`config.mk`:
```
export PLATFORM = sky130hd
export DESIGN_NAME = lsu_mem_master
export DESIGN_NICKNAME = d
export VERILOG_FILES = /design/src/rtl/lsu_pkg.sv /design/src/rtl/lsu_load_align.sv /design/src/rtl/lsu_mem_master.sv
export SDC_FILE = /design/constraint.sdc
export NUM_CORES = 1
export LEC_CHECK = 0
export CELL_PAD_IN_SITES_DETAIL_PLACEMENT = 0
export CELL_PAD_IN_SITES_GLOBAL_PLACEMENT = 1
export CORE_MARGIN = 1
export CORE_UTILIZATION = 38
export DETAILED_ROUTE_END_ITERATION = 7
export PLACE_DENSITY_LB_ADDON = 0.1
export REMOVE_ABC_BUFFERS = 1
export SYNTH_ARGS = -nofsm -noshare
export SYNTH_HDL_FRONTEND = slang
export SYNTH_HIERARCHICAL = 1
export SYNTH_SLANG_ARGS = --single-unit
```
`constraint.sdc`:
```
create_clock -name clk -period 4.7 [get_ports clk]
set_input_delay 1.175 -clock clk [delete_from_list [all_inputs] [get_ports clk]]
set_output_delay 1.175 -clock clk [all_outputs]
set_load 0.03 [all_outputs]
```
`src/rtl/lsu_pkg.sv`:
```
// lsu_pkg: shared encodings, FSM state type and alignment helpers for the LSU.
package lsu_pkg;

    localparam int unsigned WORD_W = 32;
    localparam int unsigned SIZE_W = 2;

    localparam logic [SIZE_W-1:0] SZ_B = 2'b00;
    localparam logic [SIZE_W-1:0] SZ_H = 2'b01;
    localparam logic [SIZE_W-1:0] SZ_W = 2'b10;

    typedef enum logic [2:0] {
        IDLE   = 3'd0,
        LOAD   = 3'd1,
        RMW_RD = 3'd2,
        WRITE  = 3'd3,
        RESP   = 3'd4
    } state_t;

    // True when the low address bits break natural alignment for the size.
    function automatic logic is_misaligned(input logic [SIZE_W-1:0] size,
                                           input logic [1:0]        lo);
        logic mis;
        case (size)
            SZ_B:    mis = 1'b0;
            SZ_H:    mis = lo[0];
            default: mis = (lo != 2'b00);
        endcase
        return mis;
    endfunction

    // Forces the low address bits to natural alignment for the size.
    function automatic logic [1:0] align_lo(input logic [SIZE_W-1:0] size,
                                            input logic [1:0]        lo);
        logic [1:0] res;
        case (size)
            SZ_B:    res = lo;
            SZ_H:    res = {lo[1], 1'b0};
            default: res = 2'b00;
        endcase
        return res;
    endfunction

endpackage

```
`src/rtl/lsu_load_align.sv`:
```
// lsu_load_align: picks a byte/half lane out of a word and sign/zero-extends it.
module lsu_load_align
    import lsu_pkg::*;
(
    input  logic [WORD_W-1:0] word,
    input  logic [1:0]        offset,
    input  logic [SIZE_W-1:0] size,
    input  logic              uns,
    output logic [WORD_W-1:0] data_c
);

    logic [7:0]  byte_lane;
    logic [15:0] half_lane;

    // Lane selection followed by extension.
    always_comb begin
        byte_lane = word[7:0];
        half_lane = word[15:0];
        data_c    = word;
        case (offset)
            2'd0:    byte_lane = word[7:0];
            2'd1:    byte_lane = word[15:8];
            2'd2:    byte_lane = word[23:16];
            default: byte_lane = word[31:24];
        endcase
        if (offset[1]) begin
            half_lane = word[31:16];
        end
        case (size)
            SZ_B:    data_c = uns ? {24'h0, byte_lane} : {{24{byte_lane[7]}}, byte_lane};
            SZ_H:    data_c = uns ? {16'h0, half_lane} : {{16{half_lane[15]}}, half_lane};
            default: data_c = word;
        endcase
    end

endmodule

```
`src/rtl/lsu_mem_master.sv`:
```
// lsu_mem_master: byte-addressed load/store initiator for a word-organised
// single-port RAM, with read-modify-write for sub-word stores.
// Optional build macro LSU_MISALIGN_TRAP_EN: misaligned accesses complete with
// rsp_err=1 and no RAM access; otherwise they are force-aligned and proceed.
module lsu_mem_master
    import lsu_pkg::*;
#(
    parameter int unsigned ADDR_WIDTH = 10,
    parameter int unsigned DATA_WIDTH = 32
) (
    input  logic                  clk,
    input  logic                  rst,
    input  logic                  req_valid,
    output logic                  req_ready,
    input  logic                  req_we,
    input  logic [31:0]           req_addr,
    input  logic [1:0]            req_size,
    input  logic                  req_unsigned,
    input  logic [DATA_WIDTH-1:0] req_wdata,
    output logic                  rsp_valid,
    input  logic                  rsp_ready,
    output logic [DATA_WIDTH-1:0] rsp_rdata,
    output logic                  rsp_err,
    output logic [ADDR_WIDTH-1:0] mem_A,
    output logic [DATA_WIDTH-1:0] mem_WD,
    output logic                  mem_we,
    input  logic [DATA_WIDTH-1:0] mem_RD
);

    state_t                state;
    logic [SIZE_W-1:0]     size_q;
    logic                  uns_q;
    logic [1:0]            lo_q;
    logic [DATA_WIDTH-1:0] wdata_q;

    logic                  misalign_c;
    logic [1:0]            lo_c;
    logic [DATA_WIDTH-1:0] load_data_c;
    logic [DATA_WIDTH-1:0] lane_c;
    logic [DATA_WIDTH-1:0] mask_c;
    logic [DATA_WIDTH-1:0] merged_c;
    logic [4:0]            shift_c;
    logic                  unused_addr_bits;

    // Address bits above the RAM word address are intentionally dropped (wrap).
    assign unused_addr_bits = ^req_addr[31:ADDR_WIDTH+2];

`ifdef LSU_MISALIGN_TRAP_EN
    // Misaligned requests are flagged and bypass the RAM.
    assign misalign_c = is_misaligned(req_size, req_addr[1:0]);
    assign lo_c       = req_addr[1:0];
`else
    // Misaligned requests are silently aligned down.
    assign misalign_c = 1'b0;
    assign lo_c       = align_lo(req_size, req_addr[1:0]);
`endif

    // Extended load data from the addressed RAM word.
    lsu_load_align u_load_align (
        .word   (mem_RD),
        .offset (lo_q),
        .size   (size_q),
        .uns    (uns_q),
        .data_c (load_data_c)
    );

    // Store lane: the right-justified byte/half of wdata with upper bits cleared.
    lsu_load_align u_lane_align (
        .word   (wdata_q),
        .offset (2'b00),
        .size   (size_q),
        .uns    (1'b1),
        .data_c (lane_c)
    );

    // Merge the store lane into the word read back from RAM.
    always_comb begin
        shift_c  = {lo_q, 3'b000};
        mask_c   = (size_q == SZ_B) ? 32'h0000_00FF : 32'h0000_FFFF;
        merged_c = (mem_RD & ~(mask_c << shift_c)) | (lane_c << shift_c);
    end

    // Write strobe decoded from the state register so reset drops it at once.
    assign mem_we = (state == WRITE);

    // Transaction FSM with registered outputs.
    always_ff @(posedge clk or posedge rst) begin
        if (rst) begin
            state     <= IDLE;
            req_ready <= 1'b1;
            rsp_valid <= 1'b0;
            rsp_rdata <= '0;
            rsp_err   <= 1'b0;
            mem_A     <= '0;
            mem_WD    <= '0;
            size_q    <= SZ_B;
            uns_q     <= 1'b0;
            lo_q      <= 2'b00;
            wdata_q   <= '0;
        end else begin
            case (state)
                IDLE: begin
                    if (req_valid && req_ready) begin
                        req_ready <= 1'b0;
                        mem_A     <= req_addr[ADDR_WIDTH+1:2];
                        size_q    <= req_size;
                        uns_q     <= req_unsigned;
                        lo_q      <= lo_c;
                        wdata_q   <= req_wdata;
                        rsp_rdata <= '0;
                        rsp_err   <= misalign_c;
                        if (misalign_c) begin
                            rsp_valid <= 1'b1;
                            state     <= RESP;
                        end else if (!req_we) begin
                            state <= LOAD;
                        end else if (req_size[1]) begin
                            mem_WD <= req_wdata;
                            state  <= WRITE;
                        end else begin
                            state <= RMW_RD;
                        end
                    end
                end
                LOAD: begin
                    rsp_rdata <= load_data_c;
                    rsp_valid <= 1'b1;
                    state     <= RESP;
                end
                RMW_RD: begin
                    mem_WD <= merged_c;
                    state  <= WRITE;
                end
                WRITE: begin
                    rsp_valid <= 1'b1;
                    state     <= RESP;
                end
                RESP: begin
                    if (rsp_ready) begin
                        rsp_valid <= 1'b0;
                        req_ready <= 1'b1;
                        state     <= IDLE;
                    end
                end
                default: begin
                    state     <= IDLE;
                    req_ready <= 1'b1;
                    rsp_valid <= 1'b0;
                end
            endcase
        end
    end

endmodule
```
==> Word-level counts from Yosys, hierarchy flattened <==
Index checks and enable logic that the tools add are counted.
{ "op_classes": {"n_reduce_logical": 16, "n_shift": 2, "eq_ne": 12, "muxes": 24, "bitwise": 5} }
{ "ops": {"columns": ["operator", "count"], "rows": [
  ["32-bit case mux with 2 select lines", 4],
  ["32-bit 2-to-1 mux", 6],
  ["32-bit bitwise AND", 1],
  ["16-bit 2-to-1 mux", 2],
  ["32-bit inverter", 1],
  ["32-bit bitwise OR", 1],
  ["16-bit by 5-bit << shifter with 32-bit output", 1],
  ["32-bit by 5-bit << shifter with 32-bit output", 1],
  ["8-bit case mux with 3 select lines", 1],
  ["3-bit case mux with 4 select lines", 1],
  ["2-bit inequality test (second input constant)", 4],
  ["2-bit AND reduction", 4],
  ["2-bit by 1-bit equality test with 1-bit output (second input constant)", 3],
  ["3-bit by 2-bit equality test with 1-bit output (second input constant)", 2],
  ["2-bit zero test", 3],
  ["3-bit 2-to-1 mux", 2],
  ["1-bit case mux with 3 select lines", 2],
  ["1-bit 2-to-1 mux", 4],
  ["2-bit case mux with 2 select lines", 1],
  ["4-bit AND reduction", 1],
  ["2-bit nonzero test", 2],
  ["2-bit OR reduction", 2],
  ["3-bit by 1-bit equality test with 1-bit output (second input constant)", 1],
  ["3-bit equality test (second input constant)", 1],
  ["7 further kinds", 8]
]} }
{ "word_totals": {"input_bits": 104, "wordCells": 69, "register_bits": 116, "out_inout_bits": 78} }

==> Longest topological paths before layout <==
{ "depth": {"depth_word": 7, "depth_mapped": 11, "mapped_depth_nobuf": 7} }

==> Cells and area by module <==
Netlist, hierarchy kept.
{ "modules_own_cells": {"columns": ["module", "cells_each", "instances", "area_per_inst_um2", "seq_area_each_um2"], "rows": [
  ["lsu_mem_master", 541, 1, 5492.8, 2904.0],
  ["lsu_load_align", 115, 2, 845.8, 0.0]
]} }

==> Worst setup path before layout <==
OpenSTA, ideal clock, no wires.
{ "synth_timing": {"path_kind": "in2reg", "start": "input mem_RD[31]", "end": "register rsp_rdata[7]", "path_stages": 6, "arrival_ns": 2.201, "path_buffers": 1, "required_ns": 4.572, "path_slack_ns": 2.372, "setup_ns": 0.128, "cell_sequence": "mux2_2 > a32oi_2 > buf_4 > o211ai_1 > nand2_1 > o21ai_0"} }
{ "synth_between": {"elab_chain_len": 4} }
{ "synth_lines": {"columns": ["item", "line_no", "rtl"], "rows": [
  ["start, declared", "lsu_mem_master.sv:27", "input logic [DATA_WIDTH-1:0] mem_RD"],
  ["8-bit case mux with 3 select lines", "lsu_load_align.sv:20", "case (offset)"],
  ["32-bit 2-to-1 mux", "lsu_load_align.sv:30", "SZ_B: data_c = uns ? {24'h0, byte_lane} : {{24{byte_lane[7]}}, byte_lane};"],
  ["32-bit case mux with 2 select lines", "lsu_load_align.sv:29", "case (size)"],
  ["via load_data_c[7]", "lsu_mem_master.sv:38", "logic [DATA_WIDTH-1:0] load_data_c;"],
  ["32-bit case mux with 2 select lines", "lsu_mem_master.sv:101", "case (state)"],
  ["end signal, assigned", "lsu_mem_master.sv:126", "rsp_rdata <= load_data_c;"],
  ["end, declared", "lsu_mem_master.sv:22", "output logic [DATA_WIDTH-1:0] rsp_rdata,"]
]} }
The timed path passes the listed nets, and every way through them passes these cells.
A chain may end at the register's enable or synchronous reset.

==> Worst setup path after layout <==
{ "layout_timing": {"start": "register state[2]", "end": "output mem_we"} }
{ "layout_between": {"elab_chain_len": 1} }
{ "layout_lines": {"columns": ["item", "line_no", "rtl"], "rows": [
  ["start, declared", "lsu_mem_master.sv:30", "state_t state;"],
  ["start signal, assigned", "lsu_mem_master.sv:89", "state <= IDLE;"],
  ["start signal, assigned", "lsu_mem_master.sv:114", "state <= RESP;"],
  ["start signal, assigned", "lsu_mem_master.sv:116", "state <= LOAD;"],
  ["3-bit by 2-bit equality test with 1-bit output", "lsu_mem_master.sv:84", "assign mem_we = (state == WRITE);"],
  ["end, declared", "lsu_mem_master.sv:26", "output logic mem_we,"]
]} }
No other way between the ends.

==> out/metrics.yaml <==
critPathSlowestCell: "clkdlybuf4s50_1"
ant_nets: 0
synthCells: 771
top_level_ports: 182
fin_util_pct: 51.7
avgSynthCellArea_um2: 9.32
area_growth_syn_to_layout_pct: 31.6
seq_area_um2: 2910
place_hpwl_mm: 15.0
hold_violations: 0
layout_common_cells: "clkdlybuf4s50_1, nand2_1, dfrtp_1"
rsz0062_at_grt: "no"
cts_tree: "done"
die_y_um: 140
switching_share_pct: 43.4
drt_iter0_markers: 409
ys_warn_count: 6
yosysTopAreaCell: "dfrtp_1"
drc: 0
yosysUniqueCellTypes: 43
fillCellCount: 1681
path_class: "reg -> out"
synth_edf_count: 0
syn_area_um2: 7180
portBuffers: 160
drv_slew: 0
antennaDiodeCount: 0
numCtsBuffers: 17
outcome: "completed"
layout-drive-gt1-share_pct: 13.1
setup_slack_ps: 1510
start_util_pct: 39.3
firstDrtPassIters: 5
slowest_delay_ps: 690
ys_seq_area_share_pct: 40.4
clkPwrFrac_pct: 20.9
grt_first_pass_wirelength_mm: 35.3
grt_overflow: 0
place_ws_ps: 1330
post_cts_buffers: 0
cp-end-kind: "output port"
worst_r2r_path_depth: 8
finalNetCount: 996
critPathLaunchType: "register"
ys_async_sr_fraction_pct: 100
multi_input_area_um2: 3840
ir_drop_mv: 0.628
p_sw_mw: 3.10
drt_wl_total_mm: 22.2
via_per_inst: 5.67
internal_power_mw: 4.05
ys_ff_latch: 116
cts_resized: 0
synth_area_leaders: "dfrtp_1, nand2_1, mux2i_1"
layout_commonest_cell: "clkdlybuf4s50_1"
finalWorstPathRequiredPeriod_ps: 3190
maxCapViolCount: 0
die_area_um2: 19500
worstPathRequired_ps: 3520
clkSinkCount: 116
seq_power_share_pct: 27.1
min_from: "mem_WD[25]"
combPwrFrac_pct: 52.1
cp_max_fo: 9
hold_buffers: 0
rr_startpoint: "size_q[1]"
synthFlopType: "dfrtp_1"
antenna_found_initial: 0
finalCritPeriodShare_pct: 67.9
clock_path_buffers: 2
max_freq_ghz: 0.313
place_area_um2: 8780
synth_top_area_share_pct: 40.1
p_per_area_nw_per_um2: 757
arrival_ps: 2020
clk_latency_ps: 420
worstHoldPathCells: 2
grtUsageTotal_pct: 23.5
power_mw: 7.16
max-slew-margin-rel_pct: 13.4
fin_cells: 1134
place.gp.congestion: 0.854
worstMarginPinSlew_ps: 1300
holdWs_ps: 472
core_area_um2: 18300
leakage_nw: 3.85
skew_ps: 6.81
hold_class: "reg -> reg"
worstPathCellList: "nand2b_1 -> nor2_1 -> clkdlybuf4s50_1"
crit_path_start: "state[2]"
fin_setup_tns_ps: 0
root_buffer: "clkbuf_16"
grt_pass1_vias: 6398
dp.cells: 1102
htree_levels: 4
avgRoutedWirePerCell_um: 19.6
num_rows: 49
finalInstanceArea_um2: 9450
grt_max_degree: 82
clkTransAtPathRegs_ps: 50
setup_viol: 0
die_w_um: 140
vias: 6435
power groups by stage:
stage | logic (mW) | registers [mW] | clock network (mW)
after detailed placement | 3.69 | 1.95 | 0
after CTS | 3.70 | 1.94 | 1.53
final | 3.73 | 1.94 | 1.49
after global routing | 4.02 | 2.01 | 1.56
after floorplan | 1.80 | 2.50 | 0
after global placement | 3.63 | 1.93 | 0
state kept, by name, summed over array words and instances (netlist names):
name,cells
req_ready,1
state,3
uns_q,1
rsp_valid,1
mem_A,10
wdata_q,32
size_q,2
rsp_rdata,32
lo_q,2
mem_WD,32
Yosys cell counts, drive strengths merged (2+ instances only):
library cell / count
mux2: 50
nor2b: 18
a32oi: 2
nand3b: 10
inv: 7
o221ai: 16
o21ai: 50
nor2: 56
dfrtp: 115
a21oi: 19
o31ai: 24
clkinv: 3
a21o: 8
a22oi: 18
nand2b: 3
or2: 3
conb: 2
nor3: 4
mux2i: 54
or3: 3
o211ai: 42
buf: 41
o21ba: 2
a311oi: 8
nand2: 150
o22a: 14
a2111oi: 8
clkbuf: 32
routing by layer:
| layer | wire (um) | vias to the layer above | global-route usage (%) | part of all wire (%) |
|---|---|---|---|---|
| met5 | 0 | - | 0 | 0 |
| met4 | 614 | 0 | 9.94 | 2.8 |
| met3 | 1290 | 36 | 5.06 | 5.8 |
| met1 | 10200 | 3156 | 31.5 | 46 |
| met2 | 10100 | 221 | 36.4 | 45 |
| li1 | - | 3022 | - | - |
area by class of cell:
type	count	share of cell area [%]
Clock inverter	10	2.14
Multi-Input combinational cell	576	40.7
Tap cell	229	3.03
Sequential cell	116	30.8
Timing Repair Buffer	171	18.1
Clock buffer	22	4.91
Inverter	10	0.424
logic make-up after synthesis:
kind of cell | synth area share, %
compound gates | 22.7
buf+inv | 6.46
flops | 40.4
mux | 15.4
other cells | 0.105
simple gates | 15.0
path summary, 6_finish.rpt:
check	slack [ps]	to
setup reg to reg	1720	mem_WD[31]
hold / removal	470	mem_WD[25]
max in group asynchronous	2550	req_ready
min in group asynchronous	1270	mem_WD[8]
hold reg to reg	470	mem_WD[25]
setup / recovery	1510	mem_we
critical path, delay by kind of cell (launching register included):
kind          cells  cell delay (ps)
simple gates      2              400
buf+inv           1              690
flops             1              500
No activity file was read; power rests on OpenSTA's default activity.
